--- config.mk ---
export PLATFORM = sky130hd
export DESIGN_NAME = sensor_frame_receiver
export DESIGN_NICKNAME = d
export VERILOG_FILES = /design/src/rtl/sensor_rx_pkg.sv /design/src/rtl/sensor_frame_bank.sv /design/src/rtl/sensor_frame_receiver.sv
export SDC_FILE = /design/constraint.sdc
export NUM_CORES = 1
export LEC_CHECK = 0
export CORE_ASPECT_RATIO = 0.75
export CORE_MARGIN = 5
export CORE_UTILIZATION = 29
export CTS_BUF_LIST = sky130_fd_sc_hd__clkbuf_8
export CTS_CLUSTER_SIZE = 30
export DETAILED_ROUTE_END_ITERATION = 16
export PLACE_DENSITY = 0.55
export SLEW_MARGIN = 10
export SYNTH_ARGS = -nofsm -noshare
export SYNTH_HDL_FRONTEND = slang
export SYNTH_HIERARCHICAL = 1
export SYNTH_SLANG_ARGS = --single-unit
export TNS_END_PERCENT = 20
--- constraint.sdc ---
create_clock -name clk -period 18.5 [get_ports clk]
set_input_delay 3.7 -clock clk [delete_from_list [all_inputs] [get_ports clk]]
set_output_delay 3.7 -clock clk [all_outputs]
set_load 0.02 [all_outputs]
--- src/rtl/sensor_rx_pkg.sv ---
// Shared parameters and types for the sensor frame receiver.
// Geometry is fixed here so the bank and the top agree on widths.
package sensor_rx_pkg;

  localparam int PIXEL_BITS = 8;
  localparam int BUS_PIXELS = 8;
  localparam int ROW_PIXELS = 24;
  localparam int ROWS       = 3;
  localparam int BEATS      = ROW_PIXELS / BUS_PIXELS;
  localparam int BUS_W      = BUS_PIXELS * PIXEL_BITS;

  localparam int ROW_W    = $clog2(ROWS);
  localparam int COL_W    = $clog2(ROW_PIXELS);
  localparam int BEAT_W   = (BEATS > 1) ? $clog2(BEATS) : 1;
  // Row counter must be able to hold ROWS itself (the "frame full" value).
  localparam int ROWCNT_W = $clog2(ROWS + 1);

  localparam logic [ROWCNT_W-1:0] ROWS_FULL = ROWCNT_W'(ROWS);
  localparam logic [BEAT_W-1:0]   LAST_BEAT = BEAT_W'(BEATS - 1);

  typedef logic [PIXEL_BITS-1:0] pixel_t;

  typedef enum logic {
    CAPTURE = 1'b0,
    DROP    = 1'b1
  } wr_state_e;

endpackage

--- src/rtl/sensor_frame_bank.sv ---
// One frame buffer: beat-wide write port, combinational pixel read port.
// Out-of-range read addresses return zero.
module sensor_frame_bank
  import sensor_rx_pkg::*;
(
  input  logic              clk,
  input  logic              wr_en,
  input  logic [ROW_W-1:0]  wr_row,
  input  logic [BEAT_W-1:0] wr_beat,
  input  logic [BUS_W-1:0]  wr_data,
  input  logic [ROW_W-1:0]  rd_row,
  input  logic [COL_W-1:0]  rd_col,
  output pixel_t            rd_pixel
);

  logic [ROW_PIXELS*PIXEL_BITS-1:0] row_q [ROWS];
  logic [ROW_PIXELS*PIXEL_BITS-1:0] row_d [ROWS];
  logic                             rd_in_range;

  always_comb begin
    row_d = row_q;
    if (wr_en) begin
      row_d[wr_row][wr_beat*BUS_W +: BUS_W] = wr_data;
    end
  end

  // Contents are don't-care after reset, so no reset on the storage.
  always_ff @(posedge clk) begin
    row_q <= row_d;
  end

  always_comb begin
    rd_in_range = ({1'b0, rd_row} < (ROW_W+1)'(ROWS)) &&
                  ({1'b0, rd_col} < (COL_W+1)'(ROW_PIXELS));
    rd_pixel    = '0;
    if (rd_in_range) begin
      rd_pixel = row_q[rd_row][rd_col*PIXEL_BITS +: PIXEL_BITS];
    end
  end

endmodule

--- src/rtl/sensor_frame_receiver.sv ---
// Reassembles sensor bus beats into frames stored in a ping-pong pair of
// banks; the consumer reads one bank while the other is being filled.
module sensor_frame_receiver
  import sensor_rx_pkg::*;
(
  input  logic             clk,
  input  logic             reset,
  input  logic             rx_valid,
  input  logic [BUS_W-1:0] rx_data,
  input  logic             rx_frame_end,
  input  logic             rd_en,
  input  logic [ROW_W-1:0] rd_row,
  input  logic [COL_W-1:0] rd_col,
  output pixel_t           rd_data,
  output logic             rd_valid,
  output logic             frame_ready,
  input  logic             frame_release,
  input  logic             clear_status,
  output logic             overrun,
  output logic             frame_error
);

  // Interfaces carry no backpressure: rx_valid is a one-cycle beat strobe
  // that is always consumed, and rd_en is answered exactly one cycle later
  // with rd_valid (data only when a complete frame is ready).

  wr_state_e             state_q, state_d, cur_state;
  logic                  started_q, started_d;
  logic [BEAT_W-1:0]     beat_cnt_q, beat_cnt_d;
  logic [ROWCNT_W-1:0]   row_cnt_q, row_cnt_d;
  logic                  bad_q, bad_d;
  logic                  wbank_q, wbank_d;
  logic                  rbank_q, rbank_d;
  logic [1:0]            full_q, full_d;
  logic                  frame_ready_q, frame_ready_d;
  logic                  rd_valid_q, rd_valid_d;
  pixel_t                rd_data_q, rd_data_d;
  logic                  overrun_q, overrun_d;
  logic                  frame_error_q, frame_error_d;

  logic                  beat_wr;
  logic                  complete;
  logic                  overrun_set;
  logic                  error_set;
  pixel_t                bank_pix [2];

  sensor_frame_bank u_bank0 (
    .clk      (clk),
    .wr_en    (beat_wr && !wbank_q),
    .wr_row   (ROW_W'(row_cnt_q)),
    .wr_beat  (beat_cnt_q),
    .wr_data  (rx_data),
    .rd_row   (rd_row),
    .rd_col   (rd_col),
    .rd_pixel (bank_pix[0])
  );

  sensor_frame_bank u_bank1 (
    .clk      (clk),
    .wr_en    (beat_wr && wbank_q),
    .wr_row   (ROW_W'(row_cnt_q)),
    .wr_beat  (beat_cnt_q),
    .wr_data  (rx_data),
    .rd_row   (rd_row),
    .rd_col   (rd_col),
    .rd_pixel (bank_pix[1])
  );

  always_comb begin
    // Capture vs drop is decided once, on the first beat of each frame.
    cur_state     = started_q ? state_q : (full_q[wbank_q] ? DROP : CAPTURE);
    state_d       = state_q;
    started_d     = started_q;
    beat_cnt_d    = beat_cnt_q;
    row_cnt_d     = row_cnt_q;
    bad_d         = bad_q;
    wbank_d       = wbank_q;
    rbank_d       = rbank_q;
    full_d        = full_q;
    beat_wr       = 1'b0;
    complete      = 1'b0;
    overrun_set   = 1'b0;
    error_set     = 1'b0;

    if (rx_valid) begin
      started_d = 1'b1;
      state_d   = cur_state;
      if (row_cnt_q == ROWS_FULL) begin
        bad_d = 1'b1;
      end else begin
        beat_wr = (cur_state == CAPTURE);
        if (beat_cnt_q == LAST_BEAT) begin
          beat_cnt_d = '0;
          row_cnt_d  = row_cnt_q + 1'b1;
        end else begin
          beat_cnt_d = beat_cnt_q + 1'b1;
        end
      end
    end

    if (frame_ready_q && frame_release) begin
      full_d[rbank_q] = 1'b0;
      rbank_d         = ~rbank_q;
    end

    // Completeness uses the post-beat counters so a coincident beat counts.
    if (rx_frame_end) begin
      complete = (row_cnt_d == ROWS_FULL) && (beat_cnt_d == '0) && !bad_d;
      if (complete && (cur_state == CAPTURE)) begin
        full_d[wbank_q] = 1'b1;
        wbank_d         = ~wbank_q;
      end else if (complete) begin
        overrun_set = 1'b1;
      end else begin
        error_set = 1'b1;
      end
      started_d  = 1'b0;
      state_d    = CAPTURE;
      beat_cnt_d = '0;
      row_cnt_d  = '0;
      bad_d      = 1'b0;
    end

    overrun_d     = overrun_set ? 1'b1 : (clear_status ? 1'b0 : overrun_q);
    frame_error_d = error_set   ? 1'b1 : (clear_status ? 1'b0 : frame_error_q);
    frame_ready_d = full_d[rbank_d];

    rd_valid_d = rd_en && frame_ready_q;
    rd_data_d  = rd_valid_d ? bank_pix[rbank_q] : '0;
  end

  always_ff @(posedge clk or posedge reset) begin
    if (reset) begin
      state_q       <= CAPTURE;
      started_q     <= 1'b0;
      beat_cnt_q    <= '0;
      row_cnt_q     <= '0;
      bad_q         <= 1'b0;
      wbank_q       <= 1'b0;
      rbank_q       <= 1'b0;
      full_q        <= '0;
      frame_ready_q <= 1'b0;
      rd_valid_q    <= 1'b0;
      rd_data_q     <= '0;
      overrun_q     <= 1'b0;
      frame_error_q <= 1'b0;
    end else begin
      state_q       <= state_d;
      started_q     <= started_d;
      beat_cnt_q    <= beat_cnt_d;
      row_cnt_q     <= row_cnt_d;
      bad_q         <= bad_d;
      wbank_q       <= wbank_d;
      rbank_q       <= rbank_d;
      full_q        <= full_d;
      frame_ready_q <= frame_ready_d;
      rd_valid_q    <= rd_valid_d;
      rd_data_q     <= rd_data_d;
      overrun_q     <= overrun_d;
      frame_error_q <= frame_error_d;
    end
  end

  assign rd_data     = rd_data_q;
  assign rd_valid    = rd_valid_q;
  assign frame_ready = frame_ready_q;
  assign overrun     = overrun_q;
  assign frame_error = frame_error_q;

endmodule

======== Word-level counts from Yosys, hierarchy flattened ========
Cells that the tools add are included.
cells by class
  add/sub/neg operators ................... 3
  order comparisons ....................... 11
  eq/ne operators ......................... 3
  shifts and indexed selects .............. 4
  muxes and demuxes ....................... 56
  bitwise operators ....................... 9
  reduce and logical (&&, ||, !) cells .... 18
operators by type and width
  operator                   count
  $bwmux 576                 2
  $mux 192                   5
  $bmux 192 s2               2
  $demux 192 s2              1
  $shiftx 192x9->8           2
  $shift 64x34->192 const A  1
  $shiftx 64x34->192         1
  $mux 8                     6
  $neg 8->34                 1
  $mux 1                     27
  $mux 2                     11
  $logic_and 1x1->1          11
  $eq 2x2->1 const B         3
  $ge 3x3->1 const B         2
  $lt 1x2->1 const B         3
  $not 2->3                  2
  $reduce_bool 2->1          3
  $lt 5x5->1 const B         1
  $add 2x1->2 const B        2
  $lt 3x1->1 const B         1
  $not 1->1                  3
  $and 2x2->2                1
  $demux 1 s1                2
  $ge 1x1->1 const B         2
  8 further kinds            9
word-level totals
  bits in registers ....................... 1,175
  bits of input ports ..................... 78
  output and inout port bits .............. 12
  logic and storage cells ................. 123

======== Depth between registers and ports, before layout ========
  depth after elaboration ................. 12
  depth in mapped cells ................... 13
  mapped depth without buffers ............ 8

======== Cells and area by module ========
The synthesis kept the hierarchy.
modules (own cells, without submodules)
  module                        times used  cells each  area an instance (um^2)  sequential area each (um^2)
  sensor_frame_bank at u_bank1  1           1,569       23,605.1                 17,296.6
  sensor_frame_bank at u_bank0  1           1,576       23,477.5                 17,296.6
  sensor_frame_receiver         1           93          1,032.2                  575.6

======== Worst setup path after synthesis ========
OpenSTA, ideal clock, no wires.
  kind .................................... input to register
  from .................................... input port rx_valid
  to ...................................... register u_bank0/row_q[384] (netlist bit) (enable)
  library setup time ...................... 565 ps
  arrival time ............................ 8,548 ps
  required time ........................... 17,935 ps
  setup slack ............................. 9,387 ps
  cell stages on the path ................. 4
  buffers on the path ..................... 0
  path through ............................ nand2b_1 > nor3_1 > nand2_1 > nor3_1
on the way
  longest elaborated chain between the ends .. 2
RTL lines
  what                  line                         text
  start, declared       sensor_frame_receiver.sv:8   input logic rx_valid,
  $mux 1                sensor_frame_receiver.sv:85  if (rx_valid) begin
  $logic_and 1x1->1     sensor_frame_receiver.sv:49  .wr_en (beat_wr && !wbank_q),
  end signal, assigned  sensor_frame_bank.sv:29      row_q <= row_d;
  end, declared         sensor_frame_bank.sv:16      logic [ROW_PIXELS*PIXEL_BITS-1:0] row_q [ROWS];
No other way between the ends.
A chain may end at the register's enable or synchronous reset.

==> metrics.json <==
{
  "floorplan": {
    "dieArea_mm2": 0.1742,
    "die_width_um": 480.3,
    "core_region_area_mm2": 0.1650,
    "die_y_um": 362.8,
    "initial_utilization_pct": 29.17,
    "boundaryPins": 90,
    "placement_rows": 129
  },
  "synthesis": {
    "asyncSetResetFlopFracSynth_pct": 1.957,
    "synth_top_area_cell": "sky130_fd_sc_hd__edfxtp_1",
    "synth_fp_nets": 3325,
    "postSynthAreaPerCell_um2": 14.86,
    "ys_top_cells_by_area": "sky130_fd_sc_hd__edfxtp_1, sky130_fd_sc_hd__and2_1, sky130_fd_sc_hd__o22ai_1, sky130_fd_sc_hd__nor2_1, sky130_fd_sc_hd__o221ai_1",
    "seq_total_area_yosys_pct": 73.09,
    "yosysWarningCount": 6,
    "postSynthCellCount": 3238,
    "synth_edf_count": 1152,
    "synth.ff_latch_count": 1175,
    "syn_area_mm2": 0.04811,
    "synthFlopType": "sky130_fd_sc_hd__edfxtp_1",
    "post_synth_num_cell_types": 81,
    "fraction_of_post_synthesis_cell_area_in_the_top_cell_type_by_area_pct": 71.90
  },
  "cts": {
    "clock-root-buffer": "sky130_fd_sc_hd__clkbuf_8",
    "cts_bufs_inserted": 172,
    "post_cts_buffers": 0,
    "worstSkewPairLatency_ps": 860,
    "cts_sinks": 1175,
    "post_cts_resize_count": 0,
    "cts_hold_buf": 0,
    "h-tree-depth": 4,
    "cts_tree": "built",
    "clockBufferDepth": 3,
    "clk_pin_slew_ps": 70
  },
  "sta": {
    "report.final.setup_viol": 0,
    "timing.clock.skew_ps": 23.29,
    "pins_over_slew_limit": 0,
    "rsz_0062_raised_after_global_routing": "false",
    "timing.max_slew.rel_slack_pct": 3.884,
    "timing_worst_slew_pin_value_ps": 1436,
    "period_minus_slack_ps": 7142,
    "timing_hold_violations_final": 0,
    "finalCritPeriodShare_pct": 38.60,
    "clock.fmax_mhz": 140.0,
    "tns_ps": 0,
    "timing.final.ws_setup_ps": 11360
  },
  "global_routing": {
    "aggregate_global_routing_overflow": 0,
    "vias_in_the_first_global_route": 29564,
    "groute.usage.overall_pct": 17.60,
    "grt_pass1_wl_um": 222200,
    "grt_max_degree": 111,
    "antenna_found_initial": 35
  },
  "critical_path": {
    "capturing_element_type_of_the_critical_path": "flop",
    "ff2ff_setup_slack_ps": 14340,
    "timing.rr.end": "u_bank1/row_q[5]",
    "worst_r2r_startpoint": "row_cnt_q[0]",
    "worst-setup-path-type": "input pin to flop",
    "maximum_fanout_count_along_the_critical_path": 61,
    "worstRegToRegCells": 6,
    "timing.critical_path.from": "rd_row[0]",
    "critical_path_arrival_ps": 7910,
    "crit_path_start_kind": "input pin",
    "worstSetupEndpoint": "rd_data[3]",
    "worstPathRequired_ps": 19260
  },
  "layout": {
    "multi_input_comb_area_mm2": 0.01185,
    "drive_above_1_share_pct": 10.86,
    "areaGrowthSynthToFinish_pct": 13.38,
    "nets_final": 3445,
    "filler_cells": 16240,
    "seqCellArea_mm2": 0.03517
  },
  "pwr": {
    "reported_leakage_power_nw": 17.40,
    "p_per_area_mw_per_mm2": 97.65,
    "p_clk_share_pct": 36.1,
    "share_seq_of_total_power_pct": 56.1,
    "cell_internal_pwr_mw": 3.981,
    "swShare_pct": 25.28,
    "max-vdd-ir-drop_uv": 68.28,
    "power.switching_mw": 1.347,
    "power.share.combinational_pct": 7.8
  },
  "placed_design": {
    "detailedPlacementHpwl_um": 94100,
    "post-place-ws_ps": 10530,
    "place.port_buffers": 89,
    "gp_congestion": 0.8127
  },
  "drt": {
    "routed_wl_um": 157000,
    "vias_per_instance": 5.337,
    "postRouteAntennaNets": 0,
    "post_drt_wl_per_cell_um": 27.41,
    "detailroute.via_count": 30572,
    "firstDrtPassIters": 6,
    "drtIter0Drc": 3943,
    "route.detailed.drc": 0
  },
  "outcome": {
    "run_status": "complete, no violations"
  },
  "worst_hold_path": {
    "holdCritPathClass": "flop to flop"
  },
  "job": {
    "max-cap-violations": 0
  }
}
## through the flow
stage / hold WS, ps / instance area [µm²] / instances / power, mW / utilization (%)
CTS: 521.2 / 54530 / 5717 / 5.367 / 33.06
global placement: 494.4 / 51500 / 5411 / 3.458 / 31.22
floorplan: 473.6 / 48110 / 3238 / 3.260 / -
finish: 508.3 / 54550 / 5728 / 5.327 / 33.07
detailed placement: 506.3 / 51500 / 5411 / 3.459 / 31.22
global route: 550.2 / 54530 / 5720 / 5.527 / 33.06
## how the worst min path moves through the flow
stage	cells past startpoint	slack (ps)	end	start
floorplan	2	470	full_q[1]	full_q[1]
global placement	1	490	frame_error	frame_error
detailed placement	2	510	bad_q	bad_q
CTS	2	520	bad_q	bad_q
global route	1	550	overrun	overrun
finish	1	510	overrun	overrun
## cells in the final DEF (no fill, tap or decap), drive strengths merged, types with 8 or more instances in the layout
cell and count:
a211oi 21, a21oi 44, a221oi 9, a22oi 9
a41oi 9, and2 388, buf 89, clkbuf 179
clkdlybuf4s50 82, clkinv 44, dfrtp 23, diode 11
edfxtp 1152, ha 9, inv 122, mux2i 46
mux4 19, nand2 47, nand2b 107, nand3 32
nand4 30, nor2 275, nor3 43, o2111ai 54
o21ai 52, o21bai 16, o221a 19, o221ai 107
o22ai 194, o311a 8, o311ai 22, o31ai 27
or3 102
## routing by layer
| layer | vias up | global-route usage (%) | routed length, µm |
|---|---|---|---|
| met3 | 214 | 3.936 | 15600 |
| met4 | 4 | 5.096 | 3571 |
| li1 | 12947 | - | - |
| met2 | 1575 | 25.68 | 67810 |
| met1 | 15832 | 26.15 | 70020 |
| met5 | - | 0 | 18 |
## cell usage after synthesis (9+ instances only)
library cell	n
sky130_fd_sc_hd__clkbuf_1	96
sky130_fd_sc_hd__o2111ai_1	54
sky130_fd_sc_hd__inv_1	41
sky130_fd_sc_hd__edfxtp_1	1152
sky130_fd_sc_hd__nor3_1	43
sky130_fd_sc_hd__or3_1	101
sky130_fd_sc_hd__o221a_2	19
sky130_fd_sc_hd__a221oi_1	9
sky130_fd_sc_hd__and2_1	387
sky130_fd_sc_hd__nand2b_1	107
sky130_fd_sc_hd__dfrtp_1	23
sky130_fd_sc_hd__o31ai_1	27
sky130_fd_sc_hd__buf_1	11
sky130_fd_sc_hd__a21oi_1	43
sky130_fd_sc_hd__buf_4	23
sky130_fd_sc_hd__buf_2	88
sky130_fd_sc_hd__o311ai_0	19
sky130_fd_sc_hd__o22ai_1	194
sky130_fd_sc_hd__o221ai_1	107
sky130_fd_sc_hd__mux2i_1	46
sky130_fd_sc_hd__a41oi_1	9
sky130_fd_sc_hd__a22oi_1	9
sky130_fd_sc_hd__mux4_2	19
sky130_fd_sc_hd__o21bai_1	16
sky130_fd_sc_hd__nand4_1	30
sky130_fd_sc_hd__o21ai_0	46
sky130_fd_sc_hd__nand2_1	47
sky130_fd_sc_hd__ha_1	9
sky130_fd_sc_hd__nand3_1	32
sky130_fd_sc_hd__nor2_1	275
sky130_fd_sc_hd__a211oi_1	21
## power by group through the flow
stage | Clock (mW) | Sequential [mW] | Combinational, mW
4_1_cts | 1.96 | 2.99 | 0.416
3_3_place_gp | 0 | 3.04 | 0.413
2_1_floorplan | 0 | 3.03 | 0.227
3_5_place_dp | 0 | 3.04 | 0.415
5_1_grt | 2.10 | 2.99 | 0.442
6_report | 1.92 | 2.99 | 0.417
## state kept, by name, summed over array words and instances, names as in the netlist
name,flops
full_q,2
bad_q,1
state_q,1
wbank_q,1
rd_data,8
u_bank1/row_q,576
started_q,1
rd_valid,1
u_bank0/row_q,576
beat_cnt_q,2
frame_error,1
frame_ready,1
row_cnt_q,2
rbank_q,1
overrun,1
## layout make-up
type | count | area share [%]
diodes | 11 | 0.05046
well taps | 2227 | 5.108
repair buffers | 171 | 2.764
clock buffers | 179 | 4.516
inverters | 44 | 0.3348
multi-input cells | 1794 | 21.73
flip-flops and latches | 1175 | 64.46
clock inverters | 127 | 1.037
## critical path, stage by stage
cell and delay [ps]:
sky130_fd_sc_hd__buf_4 600, sky130_fd_sc_hd__or2_4 850, sky130_fd_sc_hd__buf_4 710, sky130_fd_sc_hd__nor2_1 90, sky130_fd_sc_hd__or3_1 390, sky130_fd_sc_hd__a21oi_1 180
sky130_fd_sc_hd__o22ai_1 110, sky130_fd_sc_hd__nor4_1 820, sky130_fd_sc_hd__mux2i_1 150, sky130_fd_sc_hd__nor2_1 140
## cell families after synthesis
family / after synthesis / synth area share (%)
xor+xnor: 4 / 0.07280
fa+ha+maj: 9 / 0.2340
mux: 66 / 1.870
flops: 1175 / 73.09
compound gates: 654 / 10.09
simple gates: 1061 / 12.03
buf+inv: 269 / 2.611
(Power assumes the default switching activity.)
